===== config.mk =====
export PLATFORM = sky130hd
export DESIGN_NAME = clk_gen_multi_flat
export DESIGN_NICKNAME = d
export VERILOG_FILES = /design/src/rtl/clk_gen_multi_if.sv /design/src/rtl/clk_gen_multi.sv /design/src/flat_wrapper.sv
export SDC_FILE = /design/constraint.sdc
export NUM_CORES = 1
export LEC_CHECK = 0
export CORE_UTILIZATION = 60
export CTS_CLUSTER_SIZE = 40
export DETAILED_ROUTE_END_ITERATION = 7
export PLACE_DENSITY = 0.85
export SYNTH_ARGS = -nofsm -noshare
export SYNTH_HDL_FRONTEND = slang
export SYNTH_SLANG_ARGS = --single-unit

===== constraint.sdc =====
create_clock -name clock_in -period 8.4 [get_ports clock_in]
set_clock_uncertainty 0.15 [all_clocks]
set_input_delay 2.52 -clock clock_in [delete_from_list [all_inputs] [get_ports clock_in]]
set_output_delay 2.52 -clock clock_in [all_outputs]
set_load 0.05 [all_outputs]

===== src/rtl/clk_gen_multi_if.sv =====
// Handshake/data bundle for clk_gen_multi: divisor configuration in,
// per-channel strobes, square waves and lock status out.
interface clk_gen_multi_if #(
    parameter int unsigned NUM_CH = 2,
    parameter int unsigned CNT_W  = 8
);
    logic [NUM_CH*CNT_W-1:0] div_in;
    logic                    cfg_load;
    logic [NUM_CH-1:0]       ch_en;
    logic [NUM_CH-1:0]       ce_out;
    logic [NUM_CH-1:0]       clk_out;
    logic                    locked;

    modport master (
        output div_in, cfg_load, ch_en,
        input  ce_out, clk_out, locked
    );

    modport slave (
        input  div_in, cfg_load, ch_en,
        output ce_out, clk_out, locked
    );
endinterface


===== src/rtl/clk_gen_multi.sv =====
// Multi-channel clock-enable generator: a lock FSM models PLL settle time,
// then NUM_CH phase-aligned divider channels emit strobes and square waves.
module clk_gen_multi #(
    parameter int unsigned NUM_CH      = 2,
    parameter int unsigned CNT_W       = 8,
    parameter int unsigned LOCK_CYCLES = 16
) (
    input  logic           clock_in,
    input  logic           reset,
    clk_gen_multi_if.slave bus
);
    localparam int unsigned      SET_W    = (LOCK_CYCLES > 1) ? $clog2(LOCK_CYCLES) : 1;
    localparam logic [SET_W-1:0] SET_LAST = SET_W'(LOCK_CYCLES - 1);

    typedef enum logic [1:0] {
        ST_LOAD,
        ST_SETTLE,
        ST_LOCKED
    } state_e;

    state_e            state_q, state_d;
    logic [SET_W-1:0]  settle_q, settle_d;
    logic [CNT_W-1:0]  shadow_q [NUM_CH];
    logic [CNT_W-1:0]  shadow_d [NUM_CH];
    logic [CNT_W-1:0]  cnt_q    [NUM_CH];
    logic [CNT_W-1:0]  cnt_d    [NUM_CH];
    logic [NUM_CH-1:0] run_q, run_d;

    logic [CNT_W-1:0]  eff      [NUM_CH];
    logic [CNT_W-1:0]  last     [NUM_CH];
    logic [CNT_W-1:0]  high_lim [NUM_CH];
    logic [NUM_CH-1:0] live;

    always_ff @(posedge clock_in) begin
        if (reset) begin
            state_q  <= ST_LOAD;
            settle_q <= '0;
            shadow_q <= '{default: '0};
            cnt_q    <= '{default: '0};
            run_q    <= '0;
        end else begin
            state_q  <= state_d;
            settle_q <= settle_d;
            shadow_q <= shadow_d;
            cnt_q    <= cnt_d;
            run_q    <= run_d;
        end
    end

    // A reload during SETTLE detours through LOAD so every reload sees the
    // same LOAD + LOCK_CYCLES settle sequence before lock.
    always_comb begin
        state_d  = state_q;
        settle_d = settle_q;
        shadow_d = shadow_q;
        unique case (state_q)
            ST_LOAD: begin
                for (int unsigned i = 0; i < NUM_CH; i++) begin
                    shadow_d[i] = bus.div_in[i*CNT_W +: CNT_W];
                end
                settle_d = '0;
                state_d  = ST_SETTLE;
            end
            ST_SETTLE: begin
                if (bus.cfg_load) begin
                    settle_d = '0;
                    state_d  = ST_LOAD;
                end else if (settle_q == SET_LAST) begin
                    settle_d = '0;
                    state_d  = ST_LOCKED;
                end else begin
                    settle_d = settle_q + SET_W'(1);
                end
            end
            ST_LOCKED: begin
                if (bus.cfg_load) begin
                    state_d = ST_LOAD;
                end
            end
            default: state_d = ST_LOAD;
        endcase
    end

    // run_q delays ch_en by one edge so a re-enabled channel shows cnt=0
    // in its first live cycle and outputs decode from flops only.
    always_comb begin
        run_d       = bus.ch_en;
        eff         = '{default: '0};
        last        = '{default: '0};
        high_lim    = '{default: '0};
        cnt_d       = '{default: '0};
        live        = '0;
        bus.ce_out  = '0;
        bus.clk_out = '0;
        bus.locked  = (state_q == ST_LOCKED);
        for (int unsigned i = 0; i < NUM_CH; i++) begin
            eff[i]      = (shadow_q[i] == '0) ? CNT_W'(1) : shadow_q[i];
            last[i]     = eff[i] - CNT_W'(1);
            high_lim[i] = eff[i] - (eff[i] >> 1);
            live[i]     = (state_q == ST_LOCKED) && run_q[i];
            if (live[i] && bus.ch_en[i] && (cnt_q[i] != last[i])) begin
                cnt_d[i] = cnt_q[i] + CNT_W'(1);
            end
            bus.ce_out[i]  = live[i] && (cnt_q[i] == last[i]);
            bus.clk_out[i] = live[i] && (cnt_q[i] < high_lim[i]);
        end
    end
endmodule


===== src/flat_wrapper.sv =====
// flat-port wrapper written by rule: the top's interface ports become plain ports
module clk_gen_multi_flat 
#(
    parameter int unsigned NUM_CH      = 2,
    parameter int unsigned CNT_W       = 8,
    parameter int unsigned LOCK_CYCLES = 16
)
  (clock_in, reset, bus_div_in, bus_cfg_load, bus_ch_en, bus_ce_out, bus_clk_out, bus_locked);
  clk_gen_multi_if #(.NUM_CH(NUM_CH), .CNT_W(CNT_W)) bus_i ();
  input  logic clock_in;
  input  logic reset;
  input wire logic [$bits(bus_i.div_in)-1:0] bus_div_in;
  input wire logic [$bits(bus_i.cfg_load)-1:0] bus_cfg_load;
  input wire logic [$bits(bus_i.ch_en)-1:0] bus_ch_en;
  output wire logic [$bits(bus_i.ce_out)-1:0] bus_ce_out;
  output wire logic [$bits(bus_i.clk_out)-1:0] bus_clk_out;
  output wire logic [$bits(bus_i.locked)-1:0] bus_locked;
  assign bus_i.div_in = bus_div_in;
  assign bus_i.cfg_load = bus_cfg_load;
  assign bus_i.ch_en = bus_ch_en;
  assign bus_ce_out = bus_i.ce_out;
  assign bus_clk_out = bus_i.clk_out;
  assign bus_locked = bus_i.locked;
  clk_gen_multi #(.NUM_CH(NUM_CH), .CNT_W(CNT_W), .LOCK_CYCLES(LOCK_CYCLES)) u_core (.clock_in(clock_in), .reset(reset), .bus(bus_i));
endmodule

==> summary.log, run 1 <==
qor: clock_tree.ctsRootBufferMaster sky130_fd_sc_hd__clkbuf_8
qor: detailed_routing.finalWirelength 7615 um
qor: place.worst_case_setup_slack_after_placement 1.600 ns
qor: cells_and_area.area.sequential 800.8 um^2
qor: min_path.hold_path.class flip-flop to flip-flop
qor: floorplanning.die_ar 6138 um^2
qor: worst_setup_path.crit_path_cell_trace inv_1 > ha_1 > nand4b_4 > o21ai_1 > ha_1 > inv_1 > a21oi_1 > o21ba_2 > o31ai_1 > o41ai_1 > xor2_1 > ha_1 > a21oi_1 > nand3_1 > a31oi_1 > clkdlybuf4s50_1
qor: floorplanning.start_util 62.74%
qor: timing.tightest_slew 1.014 ns
qor: outcome.outcome finished clean
qor: cells_and_area.mostFrequentLayoutCells 47 x sky130_fd_sc_hd__ha_1, 46 x sky130_fd_sc_hd__nand2_1, 40 x sky130_fd_sc_hd__dfxtp_1
qor: clock_tree.cts_num_sinks 40
qor: clock_tree.cts-htree-levels 2
qor: detailed_routing.drtPass1Iterations 4
qor: worst_setup_path.reg2reg_from u_core.shadow_q[3]
qor: timing.setup_violations 0
qor: place.gp_routability_congestion 0.9111
qor: power_and_ir_drop.finalPower 566.8 uW
qor: global_route.antenna_found_initial 0
qor: clock_tree.cts_tree built
qor: detailed_routing.route.detailed.vias_per_inst 5.929
qor: place.placement.io_buffers 25
qor: clock_tree.ctsLongestPathBuffers 2
qor: timing.layout_worst_path_cycle_share 85.55%
qor: worst_setup_path.critPathMaxFanout 7
qor: power_and_ir_drop.pd_cells 146.3 nW/um^2
qor: timing.fin_tns_setup 0 ns
qor: synth.ys_seq_area_share 22.90%
qor: global_route.grt-busiest-layer met2
qor: synth.synth.avg_cell_area 8.407 um^2
qor: cells_and_area.layout_commonest_cell sky130_fd_sc_hd__ha_1
qor: cells_and_area.layout-drive-gt1-share 5.543%
qor: detailed_routing.wire_length_per_cell 15.08 um
qor: global_route.grt_usage 26.67%
qor: synth.synth_warnings 0
qor: worst_setup_path.critPathCaptureType output port
qor: worst_setup_path.ff2ff_setup_slack 4.91 ns
qor: synth.post_synth_mux_area_share 1.181%
qor: cells_and_area.multi_input_comb_area 2521 um^2
qor: place.hpwlAfterDp 5943 um
qor: place.placed_cell_area 3764 um^2
qor: global_route.grt_overflow_total 0
qor: global_route.maximum_number_of_pins_on_one_net_before_global_route_repair 25
qor: clock_tree.number_of_clock_buffers_inserted_by_tritoncts 5
qor: floorplanning.row_count 27
qor: worst_setup_path.setup.worst_path.start u_core.shadow_q[3]
qor: cells_and_area.utilization_after_layout 69.52%
qor: worst_setup_path.start_kind flip-flop
qor: synth.post_synth_inst_count 416
qor: min_path.hp-start u_core.shadow_q[10]
qor: detailed_routing.ant_nets 0
qor: clock_tree.clock_edge_transition_at_the_registers_on_the_reported_setup_and_hold_paths 0.08 ns
qor: detailed_routing.drt_first_iter_violations 152
qor: synth.main_combinational_cell_family_by_area_after_synthesis simple AND/OR/NAND/NOR gates
qor: cells_and_area.fillCellCount 471
qor: worst_setup_path.cp_slowest_cell sky130_fd_sc_hd__clkdlybuf4s50_1
qor: synth.postSynthRegisterBits 40
qor: worst_setup_path.crit_path_frequent_cell sky130_fd_sc_hd__ha_1
qor: cells_and_area.layout.cell_area.non_filler 3875 um^2
qor: global_route.grt_pass1_vias 2,859
qor: synth.asr_flop_ratio_synth 0%
qor: timing.max_freq 139.1 MHz
qor: synth.synth_adder_area_share 17.96%
qor: worst_setup_path.crit_path_max_incr_delay 0.83 ns
qor: detailed_routing.vias 2,994
qor: timing.max-slew-margin-rel 32.13%
qor: power_and_ir_drop.leakage 1.581 nW
qor: worst_setup_path.timing.critical_path.arrival 4.52 ns
qor: flow_run.cap_violations 0
qor: worst_setup_path.worst-setup-path-type flip-flop to output port
qor: synth.synth-edff-count 0
qor: synth.postSynth.topFlopCell sky130_fd_sc_hd__dfxtp_1
qor: detailed_routing.drc 0
qor: floorplanning.die_x 78.35 um
qor: floorplanning.io-pin-count 26
qor: global_route.grt.met3_usage 4.419%
qor: synth.area_fraction_in_compound_gates_after_synthesis 16.24%
qor: timing.finalMaxSlewViolations 0
qor: synth.yosysUniqueCellTypes 65
qor: global_route.wire_length_of_the_first_global_routing_pass 13,010 um
qor: global_route.grt_use_met2 44.74%
qor: timing.unrepaired_setup_endpoints_after_global_routing no
qor: worst_setup_path.critPathRequiredTime 5.73 ns
qor: cells_and_area.finish.net_count 502
qor: cells_and_area.number_of_antenna_cells_inserted 0
qor: clock_tree.postCtsResizedCells 0
qor: clock_tree.ctsHoldBuffers 0
qor: synth.mappedNetlistNets 486
qor: clock_tree.cts_setup_buffers 0
qor: timing.final_critical_path_setup_slack 1.213 ns
qor: synth.syn-cell-area 3497 um^2
qor: synth.synth_simple_gate_area_share 25.51%
qor: floorplanning.core_area 5574 um^2
qor: timing.finalWorstPathRequiredPeriod 7.187 ns
qor: timing.hold_viol_final 0
qor: synth.synth_xor_xnor_area_share 11.20%
qor: cells_and_area.area_delta_synth_final 10.81%
qor: power_and_ir_drop.vdd.ir_drop.worst 134.2 uV
qor: clock_tree.clock_latency 0.30 ns
qor: floorplanning.die_span_y 78.35 um
qor: global_route.met1_usage 34.84%
[cell type report]
cell class,count,area share [%]
Tap cell,72,2.325
Timing Repair Buffer,25,6.458
Sequential cell,40,20.67
Inverter,27,2.615
Clock inverter,3,1.098
Clock buffer,5,1.776
Multi-Input combinational cell,333,65.06
[registers in the layout, indices dropped and copies added, names as in the netlist]
name / flops
u_core.cnt_q: 16
u_core.run_q: 2
u_core.settle_q: 4
u_core.shadow_q: 16
u_core.state_q: 2
[kinds of logic (layout without fill, tap and decap cells)]
family | count (synthesis) | in the layout
multiplexers | 4 | 4
AND/OR/NAND/NOR | 156 | 156
buffers and inverters | 43 | 60
XOR/XNOR | 39 | 39
AO/OA/AOI/OAI | 85 | 85
adder cells (fa/ha/maj) | 49 | 49
flip-flops | 40 | 40
[where the power goes]
| group | switching, mW | total [mW] | internal [mW] |
|---|---|---|---|
| clock | 0.0681 | 0.156 | 0.0879 |
| sequential | 0.0102 | 0.206 | 0.196 |
| combinational | 0.110 | 0.205 | 0.0952 |
[critical path: cells and delay by family (launching register included)]
kind                     cells  cell delay, ns
flip-flops                   1            0.36
XOR/XNOR                     1            0.17
buffers and inverters        3            1.02
AO/OA/AOI/OAI                7            1.51
adder cells (fa/ha/maj)      3            0.88
AND/OR/NAND/NOR              2            0.27
[synth_stat cells, drive strengths merged, types with 3 or more instances]
| library cell | number | share of area, % |
|---|---|---|
| inv | 27 | 2.9 |
| nor3b | 8 | 1.7 |
| nand3 | 14 | 2.0 |
| a21oi | 28 | 4.0 |
| buf | 4 | 0.82 |
| mux2i | 3 | 0.86 |
| and4b | 3 | 0.86 |
| nor2 | 17 | 1.8 |
| ha | 47 | 17 |
| xnor2 | 15 | 4.0 |
| xor2 | 21 | 5.3 |
| dfxtp | 40 | 23 |
| a211oi | 5 | 1.2 |
| nand2 | 47 | 5.1 |
| nor3 | 21 | 3.1 |
| nand2b | 12 | 2.1 |
| a21o | 5 | 1.1 |
| nand4b | 3 | 1.4 |
| nor2b | 8 | 1.4 |
| o31ai | 6 | 1.4 |
| o21bai | 4 | 0.86 |
| a31oi | 4 | 0.72 |
| clkbuf | 12 | 1.3 |
| and3 | 6 | 1.1 |
| nand3b | 4 | 0.86 |
| o21ai | 12 | 1.7 |
[path summary, 6_finish.rpt]
kind	endpoint	depth (start not counted)
worst max register to register	u_core.cnt_q[7]	13
worst max-delay path	bus_clk_out[1]	16
worst min-delay path	u_core.shadow_q[10]	2
worst min register to register	u_core.shadow_q[10]	2
[stage by stage]
stage	cells	hold WS [ns]
2_1_floorplan	416	0.3132
3_3_place_gp	497	0.3274
3_5_place_dp	497	0.3307
4_1_cts	505	0.3434
5_1_grt	505	0.3709
6_report	505	0.3413
[routing by layer]
layer  vias to the layer above  share of wire (%)
met5                         -                  0
met4                         0               0.98
met3                         8                4.8
met2                        83                 47
met1                      1411                 48
li1                       1492                  -
Note: power is estimated with default switching activity, not from simulation.
==> run 2, diff against run 1 <==
--- a/config.mk
+++ b/config.mk
@@ -8,7 +8,7 @@
 export CORE_UTILIZATION = 60
 export CTS_CLUSTER_SIZE = 40
 export DETAILED_ROUTE_END_ITERATION = 7
-export PLACE_DENSITY = 0.85
+export PLACE_DENSITY = 0.79
 export SYNTH_ARGS = -nofsm -noshare
 export SYNTH_HDL_FRONTEND = slang
 export SYNTH_SLANG_ARGS = --single-unit
==> run 2 against run 1 <==
Core utilization did not move. Worst setup slack got worse by 0.0055 ns. Hold slack improved by 0.014 ns. Flip-flop and latch count did not move. Critical path depth fell by 1. Via count fell by 2.6%. Sequential share of layout area did not move. Clock power barely moved. Total power fell by 0.21%. Largest cell class unchanged. Highest routed layer unchanged.
==> summary.log, run 2 (synthesized netlist as in run 1, its figures left out) <==
qor: outcome.outcome finished clean
qor: worst_setup_path.crit_path_cell_trace inv_1 > ha_1 > nand4b_2 > o21ai_1 > ha_1 > inv_1 > a21oi_1 > o21ba_2 > o31ai_1 > o41ai_1 > xor2_1 > ha_1 > a211o_1 > a31oi_1 > clkdlybuf4s50_1
qor: global_route.antenna_found_initial 0 [unchanged]
qor: floorplanning.io-pin-count 26 [unchanged]
qor: power_and_ir_drop.pd_cells 146.0 nW/um^2 [-0.21%]
qor: timing.layout_worst_path_cycle_share 85.62% [about the same]
qor: clock_tree.cts_num_sinks 40 [unchanged]
qor: worst_setup_path.critPathCaptureType output port
qor: worst_setup_path.critPathRequiredTime 5.73 ns [about the same]
qor: global_route.grt_pass1_vias 2,807 [-1.8%]
qor: floorplanning.row_count 27 [unchanged]
qor: detailed_routing.top_layer_used met4
qor: worst_setup_path.timing.critical_path.arrival 4.52 ns [about the same]
qor: power_and_ir_drop.power_report.internal_total 379.1 uW [+0.13%]
qor: cells_and_area.finish.net_count 502 [unchanged]
qor: place.placement.io_buffers 25 [unchanged]
qor: cells_and_area.area_delta_synth_final 10.81% [unchanged]
qor: detailed_routing.ant_nets 0 [unchanged]
qor: power_and_ir_drop.leakage 1.581 nW [unchanged]
qor: power_and_ir_drop.p_comb_share 36.1% [about the same]
qor: timing.finalMaxSlewViolations 0 [unchanged]
qor: clock_tree.ctsLongestPathBuffers 2 [unchanged]
qor: worst_setup_path.critPathMaxFanout 6 [-1]
qor: cells_and_area.layout-drive-gt1-share 5.543% [unchanged]
qor: power_and_ir_drop.power.switching_fraction 32.97% [-0.23 points]
qor: floorplanning.die_ar 6138 um^2 [unchanged]
qor: worst_setup_path.reg2reg_from u_core.shadow_q[3]
qor: clock_tree.clock_latency 0.29 ns [about the same]
qor: worst_setup_path.timing.reg2reg.worst_path_depth 12 [-1]
qor: worst_setup_path.start_kind flip-flop
qor: timing.finalWorstPathRequiredPeriod 7.192 ns [+0.005510 ns]
qor: place.placed_cell_area 3764 um^2 [unchanged]
qor: global_route.grt_overflow_total 0 [unchanged]
qor: detailed_routing.drt-met1-wl 3740 um [+3.3%]
qor: worst_setup_path.cp_slowest_cell sky130_fd_sc_hd__clkdlybuf4s50_1
qor: detailed_routing.drc 0 [unchanged]
qor: worst_setup_path.worst-setup-path-type flip-flop to output port
qor: worst_setup_path.crit_path_max_incr_delay 0.83 ns [about the same]
qor: cells_and_area.number_of_antenna_cells_inserted 0 [unchanged]
qor: worst_setup_path.ff2ff_setup_slack 4.92 ns [about the same]
qor: cells_and_area.largestRegisters u_core.cnt_q: 16 flops, u_core.shadow_q: 16 flops, u_core.settle_q: 4 flops
qor: timing.fin_tns_setup 0 ns [unchanged]
qor: detailed_routing.route.detailed.vias_per_inst 5.776 [-2.6%]
qor: floorplanning.core_area 5574 um^2 [unchanged]
qor: detailed_routing.drtPass1Iterations 4 [unchanged]
qor: detailed_routing.drt_first_iter_violations 87 [-43%]
qor: clock_tree.clock_edge_transition_at_the_registers_on_the_reported_setup_and_hold_paths 0.08 ns [about the same]
qor: floorplanning.die_span_y 78.35 um [unchanged]
qor: flow_run.cap_violations 0 [unchanged]
qor: worst_setup_path.endpoint bus_clk_out[0]
qor: place.gp_routability_congestion 0.8842 [-3.0%]
qor: clock_tree.cts_tree built
qor: worst_setup_path.r2r_end u_core.cnt_q[7]
qor: power_and_ir_drop.relative_contribution_of_the_clock_network_to_total_power 27.5% [about the same]
qor: worst_setup_path.crit_path_frequent_cell sky130_fd_sc_hd__ha_1
qor: cells_and_area.layout_commonest_cell sky130_fd_sc_hd__ha_1
qor: detailed_routing.finalWirelength 7276 um [-4.5%]
qor: global_route.grt_usage 25.95% [-0.73 points]
qor: clock_tree.ctsRootBufferMaster sky130_fd_sc_hd__clkbuf_8
qor: detailed_routing.wire_length_per_cell 14.41 um [-4.5%]
qor: power_and_ir_drop.p_seq_share 36.4% [about the same]
qor: clock_tree.cts_setup_buffers 0 [unchanged]
qor: cells_and_area.layout.cell_area.non_filler 3875 um^2 [unchanged]
qor: cells_and_area.mostFrequentLayoutCells 47 x sky130_fd_sc_hd__ha_1, 46 x sky130_fd_sc_hd__nand2_1, 40 x sky130_fd_sc_hd__dfxtp_1
qor: floorplanning.start_util 62.74% [unchanged]
qor: global_route.maximum_number_of_pins_on_one_net_before_global_route_repair 25 [unchanged]
qor: place.hpwlAfterDp 5803 um [-2.4%]
qor: clock_tree.postCtsResizedCells 0 [unchanged]
qor: timing.hold_viol_final 0 [unchanged]
qor: worst_setup_path.setup.worst_path.start u_core.shadow_q[11]
qor: timing.max_freq 139.0 MHz [about the same]
qor: cells_and_area.finalNonFillerCells 505 [unchanged]
qor: timing.tightest_slew 0.9864 ns [-0.02790 ns]
qor: global_route.wire_length_of_the_first_global_routing_pass 12,850 um [-1.2%]
qor: clock_tree.ctsHoldBuffers 0 [unchanged]
qor: timing.max-slew-margin-rel 34.00% [+1.9 points]
qor: power_and_ir_drop.power_switching 186.5 uW [-0.89%]
qor: detailed_routing.route.met2.wl 3162 um [-11%]
qor: clock_tree.cts-htree-levels 2 [unchanged]
qor: clock_tree.number_of_clock_buffers_inserted_by_tritoncts 5 [unchanged]
qor: floorplanning.die_x 78.35 um [unchanged]
qor: place.dp_cells 497 [unchanged]
qor: detailed_routing.vias 2,917 [-2.6%]
qor: detailed_routing.routed-wl-met3 296 um [-18%]
qor: power_and_ir_drop.vdd.ir_drop.worst 109.2 uV [-19%]
qor: cells_and_area.utilization_after_layout 69.52% [unchanged]
qor: timing.setup_violations 0 [unchanged]
qor: min_path.hold_path.class flip-flop to flip-flop
qor: timing.unrepaired_setup_endpoints_after_global_routing no
run 2: how the worst min path moves through the flow:
stage / startpoint / end / slack (ns) / cells past startpoint
3_3_place_gp: u_core.settle_q[3] / u_core.settle_q[3] / 0.33 / 2
6_report: u_core.shadow_q[10] / u_core.shadow_q[10] / 0.36 / 2
3_5_place_dp: u_core.shadow_q[10] / u_core.shadow_q[10] / 0.34 / 2
4_1_cts: u_core.shadow_q[10] / u_core.shadow_q[10] / 0.36 / 2
2_1_floorplan: u_core.settle_q[3] / u_core.settle_q[3] / 0.31 / 2
5_1_grt: u_core.shadow_q[10] / u_core.shadow_q[10] / 0.39 / 2
run 2: final cells by class:
class | count | area [um^2]
clock buffer | 5 | 68.82
timing repair buffer | 25 | 250.2
sequential | 40 | 800.8
fill | 481 | 1699
multi-input combinational | 333 | 2521
tap | 72 | 90.09
inverter | 27 | 101.3
clock inverter | 3 | 42.54
run 2: worst max-delay path, delay by kind of cell (launching register included):
| kind | cells | cell delay, ns |
|---|---|---|
| XOR/XNOR | 1 | 0.16 |
| adder cells (fa/ha/maj) | 3 | 0.91 |
| AO/OA/AOI/OAI | 7 | 1.56 |
| AND/OR/NAND/NOR | 1 | 0.21 |
| flip-flops | 1 | 0.37 |
| buffers and inverters | 3 | 1.02 |
run 2: layer usage:
layer / track usage, % / up-vias
met5: 0 / -
met4: 6.296 / 0
met3: 4.884 / 11
met2: 40.26 / 64
met1: 36.86 / 1343
li1: - / 1499
run 2: metrics by stage:
stage	hold slack, ns	power (mW)	setup WS, ns
2_1_floorplan	0.3132	0.3690	2.147
3_3_place_gp	0.3298	0.4060	1.634
3_5_place_dp	0.3441	0.4119	1.563
4_1_cts	0.3559	0.5680	1.218
5_1_grt	0.3862	0.6006	0.8853
6_report	0.3553	0.5656	1.208
run 2: power groups by stage:
| stage | clock (mW) | sequential, mW | combinational (mW) |
|---|---|---|---|
| 6_report | 0.155 | 0.206 | 0.204 |
| 5_1_grt | 0.166 | 0.207 | 0.227 |
| 4_1_cts | 0.159 | 0.206 | 0.203 |
| 3_5_place_dp | 0 | 0.210 | 0.202 |
| 3_3_place_gp | 0 | 0.210 | 0.196 |
| 2_1_floorplan | 0 | 0.205 | 0.164 |
